File: src/rtl/div32s16_if.sv
// Operand/result handshake bundle for the 32/16 signed divider.
// The master side supplies operands and accepts results; the slave side is the divider.
interface div32s16_if;
    logic        in_valid;
    logic        in_ready;
    logic [31:0] dividend;
    logic [15:0] divisor;
    logic        out_valid;
    logic        out_ready;
    logic [15:0] quotient;
    logic [15:0] remainder;
    logic        div_by_zero;
    logic        overflow;

    modport master (
        output in_valid, dividend, divisor, out_ready,
        input  in_ready, out_valid, quotient, remainder, div_by_zero, overflow
    );

    modport slave (
        input  in_valid, dividend, divisor, out_ready,
        output in_ready, out_valid, quotient, remainder, div_by_zero, overflow
    );
endinterface

File: src/rtl/div32s16_seq.sv
// Sequential signed 32/16 divider: restoring division on magnitudes, one quotient bit
// per cycle, followed by a single sign-fixup cycle that also detects quotient overflow.
module div32s16_seq (
    input  logic      clk,
    input  logic      rst_n,
    div32s16_if.slave bus
);
    typedef enum logic [1:0] {IDLE, CALC, FIX, DONE} state_t;

    state_t      state, state_nxt;
    logic [4:0]  cnt;
    logic [31:0] dvd;      // dividend magnitude, shifted out MSB-first; collects quotient bits
    logic [16:0] dsr;      // divisor magnitude, 17 bits so 32768 is exact
    logic [15:0] rem;
    logic        sign_q, sign_r;
    logic [15:0] quo_r, rem_r;
    logic        dbz_r, ovf_r;

    logic        accept;
    logic        last_iter;
    logic [31:0] abs_dvd;
    logic [16:0] abs_dsr;
    logic [16:0] shifted;
    logic [15:0] diff;
    logic        borrow;
    logic [32:0] q_signed;
    logic [15:0] r_signed;

    assign accept    = bus.in_valid && bus.in_ready;
    assign last_iter = (cnt == 5'd31);

    assign abs_dvd = bus.dividend[31] ? (32'd0 - bus.dividend) : bus.dividend;
    assign abs_dsr = bus.divisor[15] ? (17'd0 - {1'b1, bus.divisor}) : {1'b0, bus.divisor};

    // Partial remainder is always below |divisor| <= 2^15, so the low 16 bits of the
    // difference are exact whenever no borrow occurs.
    assign shifted = {rem, dvd[31]};
    assign borrow  = (shifted < dsr);
    assign diff    = shifted[15:0] - dsr[15:0];

    // 33-bit signed quotient so a 2^31 magnitude survives negation.
    assign q_signed = sign_q ? (33'd0 - {1'b0, dvd}) : {1'b0, dvd};
    assign r_signed = sign_r ? (16'd0 - rem) : rem;

    // State register
    always_ff @(posedge clk or negedge rst_n) begin
        if (!rst_n) state <= IDLE;
        else        state <= state_nxt;
    end

    // Next-state logic
    always_comb begin
        state_nxt = state;
        case (state)
            IDLE: if (accept) state_nxt = (bus.divisor == 16'd0) ? DONE : CALC;
            CALC: if (last_iter) state_nxt = FIX;
            FIX:  state_nxt = DONE;
            DONE: if (bus.out_ready) state_nxt = IDLE;
            default: state_nxt = IDLE;
        endcase
    end

    // Handshake outputs
    always_comb begin
        bus.in_ready  = (state == IDLE);
        bus.out_valid = (state == DONE);
    end

    // Datapath
    always_ff @(posedge clk or negedge rst_n) begin
        if (!rst_n) begin
            cnt    <= '0;
            dvd    <= '0;
            dsr    <= '0;
            rem    <= '0;
            sign_q <= 1'b0;
            sign_r <= 1'b0;
            quo_r  <= '0;
            rem_r  <= '0;
            dbz_r  <= 1'b0;
            ovf_r  <= 1'b0;
        end else begin
            case (state)
                IDLE: if (accept) begin
                    cnt    <= '0;
                    dvd    <= abs_dvd;
                    dsr    <= abs_dsr;
                    rem    <= '0;
                    sign_q <= bus.dividend[31] ^ bus.divisor[15];
                    sign_r <= bus.dividend[31];
                    ovf_r  <= 1'b0;
                    if (bus.divisor == 16'd0) begin
                        quo_r <= 16'hFFFF;
                        rem_r <= bus.dividend[15:0];
                        dbz_r <= 1'b1;
                    end else begin
                        dbz_r <= 1'b0;
                    end
                end
                CALC: begin
                    cnt <= cnt + 5'd1;
                    dvd <= {dvd[30:0], ~borrow};
                    rem <= borrow ? shifted[15:0] : diff;
                end
                FIX: begin
                    quo_r <= q_signed[15:0];
                    rem_r <= r_signed;
                    ovf_r <= (q_signed[32:15] != {18{q_signed[15]}});
                end
                default: ;
            endcase
        end
    end

    assign bus.quotient    = quo_r;
    assign bus.remainder   = rem_r;
    assign bus.div_by_zero = dbz_r;
    assign bus.overflow    = ovf_r;
endmodule

File: src/flat_wrapper.sv
// flat-port wrapper written by rule: the top's interface ports become plain ports
module div32s16_seq_flat 
  (clk, rst_n, bus_in_valid, bus_dividend, bus_divisor, bus_out_ready, bus_in_ready, bus_out_valid, bus_quotient, bus_remainder, bus_div_by_zero, bus_overflow);
  div32s16_if bus_i ();
  input  logic clk;
  input  logic rst_n;
  input wire logic [$bits(bus_i.in_valid)-1:0] bus_in_valid;
  input wire logic [$bits(bus_i.dividend)-1:0] bus_dividend;
  input wire logic [$bits(bus_i.divisor)-1:0] bus_divisor;
  input wire logic [$bits(bus_i.out_ready)-1:0] bus_out_ready;
  output wire logic [$bits(bus_i.in_ready)-1:0] bus_in_ready;
  output wire logic [$bits(bus_i.out_valid)-1:0] bus_out_valid;
  output wire logic [$bits(bus_i.quotient)-1:0] bus_quotient;
  output wire logic [$bits(bus_i.remainder)-1:0] bus_remainder;
  output wire logic [$bits(bus_i.div_by_zero)-1:0] bus_div_by_zero;
  output wire logic [$bits(bus_i.overflow)-1:0] bus_overflow;
  assign bus_i.in_valid = bus_in_valid;
  assign bus_i.dividend = bus_dividend;
  assign bus_i.divisor = bus_divisor;
  assign bus_i.out_ready = bus_out_ready;
  assign bus_in_ready = bus_i.in_ready;
  assign bus_out_valid = bus_i.out_valid;
  assign bus_quotient = bus_i.quotient;
  assign bus_remainder = bus_i.remainder;
  assign bus_div_by_zero = bus_i.div_by_zero;
  assign bus_overflow = bus_i.overflow;
  div32s16_seq u_core (.clk(clk), .rst_n(rst_n), .bus(bus_i));
endmodule
File: config.mk
export PLATFORM = sky130hd
export DESIGN_NAME = div32s16_seq_flat
export DESIGN_NICKNAME = d
export VERILOG_FILES = /design/src/rtl/div32s16_if.sv /design/src/rtl/div32s16_seq.sv /design/src/flat_wrapper.sv
export SDC_FILE = /design/constraint.sdc
export NUM_CORES = 1
export LEC_CHECK = 0
export ABC_AREA = 1
export CELL_PAD_IN_SITES_DETAIL_PLACEMENT = 1
export CELL_PAD_IN_SITES_GLOBAL_PLACEMENT = 1
export CORE_UTILIZATION = 35
export CTS_BUF_LIST = sky130_fd_sc_hd__clkbuf_4
export DETAILED_ROUTE_END_ITERATION = 16
export PLACE_DENSITY_LB_ADDON = 0.1
export SETUP_SLACK_MARGIN = 0.5
export SKIP_LAST_GASP = 1
export SYNTH_ARGS = -nofsm -noshare
export SYNTH_HDL_FRONTEND = slang
export SYNTH_SLANG_ARGS = --single-unit
File: constraint.sdc
create_clock -name clk -period 2.1 [get_ports clk]
set_input_delay 0.42 -clock clk [delete_from_list [all_inputs] [get_ports clk]]
set_output_delay 0.42 -clock clk [all_outputs]
set_load 0.01 [all_outputs]
==> impl_metrics.yaml, run 1 <==
timing:
  setup_viol: 50
  finalCritPeriodShare_pct: 117.3
  worst_pin_slew_ps: 435.6
  setup_ws_ps: -362.3
  slew_viol_final: 0
  whs_ps: 214.0
  clock-skew-final_ps: 73.00
  maxSlewHeadroom_pct: 70.93
  timing.final.crit_period_ps: 2462
  hold_violations: 0
  fmax_mhz: 406.1
  rsz0062_at_grt: "yes"
logic_synthesis:
  syn_area_per_cell_um2: 6.712
  yosysUniqueCellTypes: 48
  syn_area_um2: 8088
  yosys-top-cells-area: "dfrtp_1, nand2_1, o21ai_0, nor2_1, inv_1"
  yosysSeqAreaShare_pct: 33.42
  synth-edff-count: 0
  ys_warn_count: 0
  ys.flop_type: "dfrtp_1"
  yosysTopAreaCell: "dfrtp_1"
  synth_top_area_share_pct: 33.42
  syn_inst: 1205
  syn-num-nets: 1285
  ys_ff_latch: 108
  synth_async_sr_flop_share_pct: 100.0
route:
  drt-total-wl_um: 46410
  drtIter0Drc: 682
  vias: 10860
  wl_per_cell_um: 24.76
  drc: 0
  drt_first_pass_iters: 5
  avgViaCountPerCell: 5.797
  detail-route-antenna-nets: 0
clock_network:
  cts_buffers: 9
  cts_tree: "yes"
  cts_root_buf: "clkbuf_4"
  h-tree-depth: 3
  clk_latency_ps: 610
  clk_pin_slew_worst_paths_ps: 260
  clockBufferDepth: 2
  clkSinkCount: 108
placement:
  place_ws_ps: -482.9
  dpl_cell_area_um2: 11010
  globalplace.congestion: 0.8923
  hpwl_um: 24220
  portBuffers: 87
status:
  violations: "setup timing"
  outcome: "complete, but fails checks"
die:
  die-area_um2: 23720
  core_area_um2: 22640
  die_y_um: 154.0
  start_util_pct: 35.72
  num_rows: 55
  die_w_um: 154.0
  pin_count: 88
cells_and_area:
  drive_above_1_share_pct: 42.63
  final_util_pct: 61.34
  nNetsFinal: 1663
  syn_to_final_growth_pct: 71.72
  final_area_um2: 13890
global_route:
  grt_pass1_vias: 10630
  antenna_found_initial: 1
  grt-ovfl-total: 0
  grt_util_all_layers_pct: 30.73
  grt_first_pass_wirelength_um: 56610
  grt_max_degree: 56
pwr:
  p_leak_nw: 6.438
  switching_share_pct: 51.09
  seqPwrFrac_pct: 15.7
  power_frac_clock_pct: 5.0
  power.switching_w: 0.01309
  internal-power_w: 0.01253
  p_comb_share_pct: 79.2
  power.density_nw_per_um2: 1844
  vdd_ir_drop_max_uv: 1493
worst_setup_path:
  critPathRequiredTime_ps: 2550
  crit_type: "register to register"
  worstPathMaxFanout: 4
  critical_path.endpoint_type: "register"
  arrival_ps: 2910
  startpoint_type: "register"
flow_run:
  drv_cap: 0
min_path:
  hp-class: "input port to asynchronous set/reset pin"
## cells in the final DEF (no fill, tap or decap), drive strengths merged, types with 15 or more instances in the layout
cell type / netlist / layout
inv: 120 / 124
clkbuf: 28 / 21
nand2: 322 / 322
o21ai: 155 / 155
ha: 27 / 27
clkdlybuf4s50: 0 / 25
o211ai: 16 / 16
buf: 15 / 350
nand3: 65 / 65
xor2: 30 / 30
dlygate4sd2: 0 / 15
dfrtp: 108 / 108
nor3: 24 / 24
nor2: 143 / 143
a21oi: 78 / 78
## registers in the layout, summed over array words and instances (netlist names)
signal                  flops
u_core.dsr                 17
u_core.bus.quotient        16
u_core.bus.remainder       16
u_core.cnt                  5
u_core.rem                 16
u_core.state                2
u_core.sign_r               1
u_core.sign_q               1
u_core.dvd                 32
u_core.bus.div_by_zero      1
u_core.bus.overflow         1
## critical path: stages, from the launching register on
cell,delay (ps)
dfrtp_1,460
inv_2,110
ha_4,310
nand3b_1,120
nand2_2,130
a21oi_4,70
o21ai_2,180
nand2_2,110
o21ai_4,200
buf_6,150
buf_6,100
buf_6,90
nand2_2,40
o21ai_2,130
nand2_1,90
## metrics by stage
stage | power, W | std cells | setup TNS [ps]
CTS | 0.02039 | 1823 | -437.7
floorplan | 0.01105 | 1205 | 0
finish | 0.02561 | 1874 | -6553
global route | 0.02674 | 1874 | -9897
global placement | 0.01571 | 1727 | -18250
detailed placement | 0.01614 | 1727 | -23180
## per-layer routing
metal	wire length, um	global-route usage [%]	up-vias
met3	2333	4.115	227
met2	24010	58.96	492
li1	-	-	4750
met5	0	0	-
met4	3372	12.62	0
met1	16690	33.70	5394
## worst paths after layout
kind                                           from  slack, ps  cells after the start                        to
setup / recovery                      u_core.dsr[2]       -360                     14            u_core.rem[15]
hold / removal                                rst_n        210                      2   u_core.bus.quotient[10]
setup reg to reg                      u_core.dsr[2]       -360                     14            u_core.rem[15]
hold reg to reg            u_core.bus.remainder[14]        500                      2  u_core.bus.remainder[14]
max in group asynchronous                     rst_n       1260                      3            u_core.dvd[29]
min in group clk                     bus_divisor[0]        270                      4             u_core.dsr[0]
## cell type report
type	count	area (um2)
flip-flops and latches	108	2709
diodes	1	2.502
clock inverters	7	80.08
fillers	2699	8752
repair buffers	409	3904
repair inverters	1	11.26
inverters	125	544.3
well taps	285	356.6
multi-input cells	929	6213
clock buffers	9	67.56
## cells in the mapped netlist (2+ instances only)
cell type  instances
xor2_1            30
nor2_4             3
nor3_1            21
clkbuf_1          27
o211ai_1          16
nand2_2            4
nor4_1             2
clkinv_1           5
o31ai_1            2
nor2_1           137
a31oi_1           10
buf_2              8
nand3_1           61
nand3_2            3
inv_1            114
inv_2              6
o221ai_1           6
buf_4              3
ha_1              27
xnor2_1           14
a21oi_1           77
nor3_2             3
buf_1              3
nand2_1          318
o21ai_1           23
o21ai_2            2
or2_1              3
a22oi_1            2
nand3b_1           2
o21ai_0          129
nand4_1            8
nor2_2             3
a41oi_1            7
dfrtp_1          108
a21o_1             3
o22ai_1            3
## kinds of logic (layout without fill, tap and decap cells)
group | Yosys count | after routing | synth area share [%]
flip-flops | 108 | 108 | 33.42
AO/OA/AOI/OAI | 285 | 285 | 19.65
adder cells (fa/ha/maj) | 28 | 28 | 4.424
AND/OR/NAND/NOR | 572 | 572 | 29.55
buffers and inverters | 168 | 551 | 8.199
other | 0 | 1 | 0
XOR/XNOR | 44 | 44 | 4.765
## power groups by stage
stage               Combinational [W]  Sequential [W]  Clock [W]
floorplan                     0.00719         0.00387          0
CTS                            0.0153         0.00381    0.00123
detailed placement             0.0123         0.00386          0
finish                         0.0203         0.00403    0.00129
global placement               0.0119         0.00384          0
global route                   0.0213         0.00409    0.00134
## timing repair
action | in CTS | in global routing
gates resized for setup | 359 | 263
hold buffers | 1 | 0
hold endpoints to repair | 13 | 0
endpoints found under the setup margin | 141 | 107
setup buffers | 68 | 40
pin swaps | 63 | 92
cloned | 11 | 10
(Power assumes the default switching activity.)
==> run 2, diff against run 1 <==
Settings changed: PLACE_DENSITY from default to 0.7, PLACE_DENSITY_LB_ADDON 0.1 to default.
==> impl_metrics.yaml, run 2 (synthesized netlist as in run 1, its figures left out) <==
pwr:
  switching_share_pct: 51.95
  vdd_ir_drop_max_uv: 1232
  internal-power_w: 0.01321
  power.density_nw_per_um2: 1907
  power.switching_w: 0.01429
  seqPwrFrac_pct: 15.2
  power_frac_clock_pct: 4.4
  p_leak_nw: 6.701
  p_comb_share_pct: 80.4
  total_power_w: 0.02750
route:
  wl_per_cell_um: 27.46
  detail-route-antenna-nets: 0
  drc: 0
  avgViaCountPerCell: 6.057
  drt-total-wl_um: 53030
  vias: 11700
  drt_first_pass_iters: 5
  drtIter0Drc: 936
timing:
  whs_ps: 230.0
  worst_pin_slew_ps: 555.3
  fmax_mhz: 385.7
  rsz0062_at_grt: "yes"
  setup_viol: 36
  setup_ws_ps: -492.9
  timing.final.crit_period_ps: 2593
  hold_violations: 0
  slew_viol_final: 0
  clock-skew-final_ps: 65.56
  finalCritPeriodShare_pct: 123.5
  maxSlewHeadroom_pct: 62.59
die:
  core_area_um2: 22640
  die_w_um: 154.0
  start_util_pct: 35.72
  pin_count: 88
  num_rows: 55
  die-area_um2: 23720
  die_y_um: 154.0
cells_and_area:
  syn_to_final_growth_pct: 78.34
  fill_cells: 2678
  nNetsFinal: 1719
  regMostFlops: "u_core.dvd"
  drive_above_1_share_pct: 44.34
  final_cell_mix: "buf_4, nand2_1, nor2_1, dfrtp_1, inv_1"
  final_common_cell: "buf_4"
  regArea_um2: 2711
  largest_reg_flops: 32
  top_regs: "u_core.dvd x32, u_core.dsr x17"
  multiInputGateArea_um2: 6195
  fin_cells: 1931
global_route:
  grt_first_pass_wirelength_um: 59590
  grt_max_degree: 52
  grt_pass1_vias: 10890
  grt-ovfl-total: 0
  grt_util_all_layers_pct: 32.46
  antenna_found_initial: 3
status:
  violations: "setup timing"
  outcome: "complete, but fails checks"
clock_network:
  clockBufferDepth: 2
  cts_tree: "yes"
  clk_latency_ps: 580
  clk_pin_slew_worst_paths_ps: 260
  h-tree-depth: 3
  cts_root_buf: "clkbuf_4"
  cts_buffers: 9
  clkSinkCount: 108
worst_setup_path:
  crit_top_cell: "nor2_1"
  crit_slowest_cell: "dfrtp_1"
  worstPathMaxFanout: 10
  arrival_ps: 3030
  critical_path.endpoint_type: "register"
  crit_type: "register to register"
  cp_cell_sequence: "ha_4 > a21oi_2 > nor2_1 > nor2_1 > nor2_1 > nor3_2 > o21ai_4 > buf_12 > buf_16 > o211ai_1 > o21ai_1"
  startpoint_type: "register"
  path_buf_inv: 2
  rrSetupSlack_ps: -490
  critPathRequiredTime_ps: 2530
  cpLargestDelayFamily: "compound AO/OA/AOI/OAI gates"
  slowest_delay_ps: 610
placement:
  portBuffers: 87
  hpwl_um: 24680
  place_inst: 1746
  globalplace.congestion: 0.9193
  place_ws_ps: -455.0
flow_run:
  drv_cap: 0
min_path:
  hp-class: "input port to register"
[run 2: changes by cell type in the layout (fill, tap and decap cells not counted), sizes merged, moves of 2 or more]
cell           delta
buf              +38
clkdlybuf4s15     +7
dlymetal6s2s      -2
clkbuf            +7
clkdlybuf4s50     +2
dlygate4sd2       +2
[run 2: worst reg2reg max path: stages, from the launching register on]
cell and delay (ps):
dfrtp_1 610, ha_4 300, a21oi_2 180, nor2_1 80, nor2_1 170, nor2_1 110
nor3_2 250, o21ai_4 120, buf_12 160, buf_16 150, o211ai_1 180, o21ai_1 180
[run 2: final cells by class]
type,count,share of cell area [%]
Multi-Input combinational cell,929,42.95
Timing Repair Buffer,464,30.80
Sequential cell,108,18.80
Inverter,125,3.921
Tap cell,285,2.472
Clock buffer,9,0.4684
Clock inverter,7,0.3990
Timing Repair inverter,2,0.1561
Antenna cell,2,0.03470
[run 2: path summary, 6_finish.rpt]
| kind | startpoint | to | depth (start not counted) |
|---|---|---|---|
| worst min-delay path | bus_divisor[0] | u_core.dsr[0] | 4 |
| min in group asynchronous | rst_n | u_core.bus.quotient[8] | 2 |
| max in group asynchronous | rst_n | u_core.dvd[26] | 3 |
| worst max register to register | u_core.rem[13] | u_core.rem[8] | 11 |
| worst max-delay path | u_core.rem[13] | u_core.rem[8] | 11 |
| worst min register to register | u_core.dsr[3] | u_core.dsr[3] | 2 |
[run 2: power groups by stage]
stage / logic (W) / clock network (W) / registers (W)
5_1_grt: 0.0230 / 0.00123 / 0.00421
4_1_cts: 0.0166 / 0.00110 / 0.00387
6_report: 0.0221 / 0.00120 / 0.00419
3_5_place_dp: 0.0126 / 0 / 0.00392
3_3_place_gp: 0.0122 / 0 / 0.00388
2_1_floorplan: 0.00719 / 0 / 0.00387
[run 2: what timing repair did]
action / CTS / global route
endpoints found under the setup margin: 140 / 124
gates resized for setup: 371 / 245
pin swaps: 73 / 82
gates cloned: 14 / 7
endpoints found under the hold margin: 24 / 0
setup buffers: 75 / 70
hold buffers: 1 / 0
[run 2: layer usage]
| layer | up-vias | part of all wire (%) | global-route usage, % |
|---|---|---|---|
| met5 | - | 0.053 | 0 |
| met4 | 4 | 8.9 | 16.33 |
| met3 | 340 | 7.4 | 3.664 |
| met2 | 730 | 48 | 60.63 |
| li1 | 4862 | - | - |
| met1 | 5761 | 35 | 36.28 |
[run 2: stage by stage]
stage | cell area [um2] | util (%) | TNS [ps]
after floorplan | 8457 | - | 0
after global placement | 11140 | 49.22 | -17770
after detailed placement | 11140 | 49.22 | -20900
after CTS | 13000 | 57.43 | -790.8
after global routing | 14420 | 63.71 | -11240
final | 14420 | 63.71 | -9144
==> run 3, diff against run 2 <==
Settings changed: CORE_MARGIN from default to 2.
==> impl_metrics.yaml, run 3 (synthesized netlist as in run 1, its figures left out) <==
worst_setup_path:
  cpLargestDelayFamily: "compound AO/OA/AOI/OAI gates"
  critical_path.endpoint_type: "register"
  rrSetupSlack_ps: -380
  startpoint_type: "register"
  worstPathMaxFanout: 6
  rr_startpoint: "u_core.dsr[12]"
  slowest_delay_ps: 450
  critPathRequiredTime_ps: 2550
  arrival_ps: 2940
  crit_slowest_cell: "dfrtp_1"
  cp_cell_sequence: "inv_2 > ha_4 > a21oi_4 > inv_2 > a31oi_4 > nor2_2 > nor3_2 > o21ai_4 > buf_6 > buf_6 > nand2_4 > o21ai_2 > o21ai_1 > nand2_1"
  worstReg2RegEnd: "u_core.rem[15]"
  cp_num_cells: 14
  rr_worst_depth: 14
  path_buf_inv: 4
  crit_type: "register to register"
die:
  num_rows: 55
  die_y_um: 156.0
  pin_count: 88
  die_w_um: 156.0
  start_util_pct: 35.72
  core_area_um2: 22640
  die-area_um2: 24340
clock_network:
  clk_latency_ps: 570
  clkSinkCount: 108
  cts_tree: "yes"
  h-tree-depth: 3
  clockBufferDepth: 2
  cts_buffers: 9
  cts_root_buf: "clkbuf_4"
  clk_pin_slew_worst_paths_ps: 210
global_route:
  grt_util_all_layers_pct: 32.64
  grt_first_pass_wirelength_um: 61330
  grt-ovfl-total: 0
  grt_max_degree: 55
  grt_pass1_vias: 11090
  antenna_found_initial: 2
route:
  drt-total-wl_um: 47830
  vias: 11060
  drc: 0
  avgViaCountPerCell: 5.859
  drt_first_pass_iters: 6
  drtIter0Drc: 855
  detail-route-antenna-nets: 0
  wl_per_cell_um: 25.33
pwr:
  p_leak_nw: 6.480
  vdd_ir_drop_max_uv: 1385
  power.density_nw_per_um2: 1900
timing:
  timing.final.crit_period_ps: 2482
  whs_ps: 260.1
  clock-skew-final_ps: 37.01
  slew_viol_final: 0
  fmax_mhz: 402.9
  hold_violations: 0
  finalCritPeriodShare_pct: 118.2
  rsz0062_at_grt: "yes"
  worst_pin_slew_ps: 496.2
  maxSlewHeadroom_pct: 66.61
  setup_ws_ps: -382.3
  setup_viol: 27
flow_run:
  drv_cap: 0
cells_and_area:
  syn_to_final_growth_pct: 74.71
  final_cell_mix: "buf_4, nand2_1, dfrtp_1, nor2_1, inv_1"
  drive_above_1_share_pct: 45.53
  regMostFlops: "u_core.dvd"
  largest_reg_flops: 32
  top_regs: "u_core.dvd x32, u_core.dsr x17"
  final_common_cell: "buf_4"
  final_util_pct: 62.41
  fill_cells: 2655
  nNetsFinal: 1676
status:
  outcome: "complete, but fails checks"
  violations: "setup timing"
placement:
  globalplace.congestion: 0.8876
  hpwl_um: 24760
  portBuffers: 87
min_path:
  hp-class: "input port to asynchronous set/reset pin"
[run 3: how the worst max path moves through the flow]
stage | start | endpoint | slack (ps)
2_1_floorplan | u_core.dvd[31] | u_core.rem[14] | 160
3_3_place_gp | bus_divisor[1] | u_core.bus.remainder[11] | -380
3_5_place_dp | bus_divisor[1] | u_core.bus.quotient[1] | -500
4_1_cts | u_core.dvd[31] | u_core.rem[14] | -160
5_1_grt | u_core.dsr[12] | u_core.rem[15] | -460
6_report | u_core.dsr[12] | u_core.rem[15] | -380
[run 3: metal layers]
metal	vias up	GRT usage (%)	part of all wire, %
met5	-	0	0
met4	0	15.55	6.8
met3	239	5.222	5.6
met2	545	60.64	51
met1	5504	36.22	37
li1	4774	-	-
[run 3: final cells by class]
cell class	count	area, um2	area share (%)
well taps	285	356.6	2.524
clock inverters	7	105.1	0.7438
inverters	125	541.8	3.834
clock buffers	9	67.56	0.4782
multi-input cells	929	6361	45.02
repair buffers	423	3981	28.18
flip-flops and latches	108	2711	19.19
diodes	2	5.005	0.03542
[run 3: repair_timing]
item,4_1_cts,5_1_grt
gates cloned,16,2
endpoints found under the setup margin,131,103
endpoints found under the hold margin,18,0
pin swaps,88,93
gates resized for setup,423,220
setup buffers,87,46
hold buffers,1,0
[run 3: worst register-to-register path, stage by stage, from the launching register on]
cell	delay (ps)
dfrtp_1	450
inv_2	110
ha_4	230
a21oi_4	150
inv_2	70
a31oi_4	180
nor2_2	60
nor3_2	240
o21ai_4	120
buf_6	150
buf_6	120
nand2_4	130
o21ai_2	90
o21ai_1	150
nand2_1	110
[run 3: power by group]
part	switching (W)	internal, W	leakage, nW	total (W)
clock network	0.000890	0.000502	0.0943	0.00139
logic	0.0119	0.00944	5.08	0.0214
registers	0.00102	0.00305	1.31	0.00407
total	0.0139	0.0130	6.48	0.0268
[run 3: per-stage QoR]
step           setup TNS [ps]  cell area [um2]  setup WS [ps]  power (W)  std cells
3_5_place_dp           -24480            10950         -496.2    0.01622       1718
3_3_place_gp           -18180            10950         -381.2    0.01575       1718
2_1_floorplan               0             8457          162.0    0.01105       1205
4_1_cts                -763.6            12940         -158.2    0.02224       1838
5_1_grt                 -8169            14130         -459.9    0.02798       1888
6_report                -5828            14130         -382.3    0.02685       1888
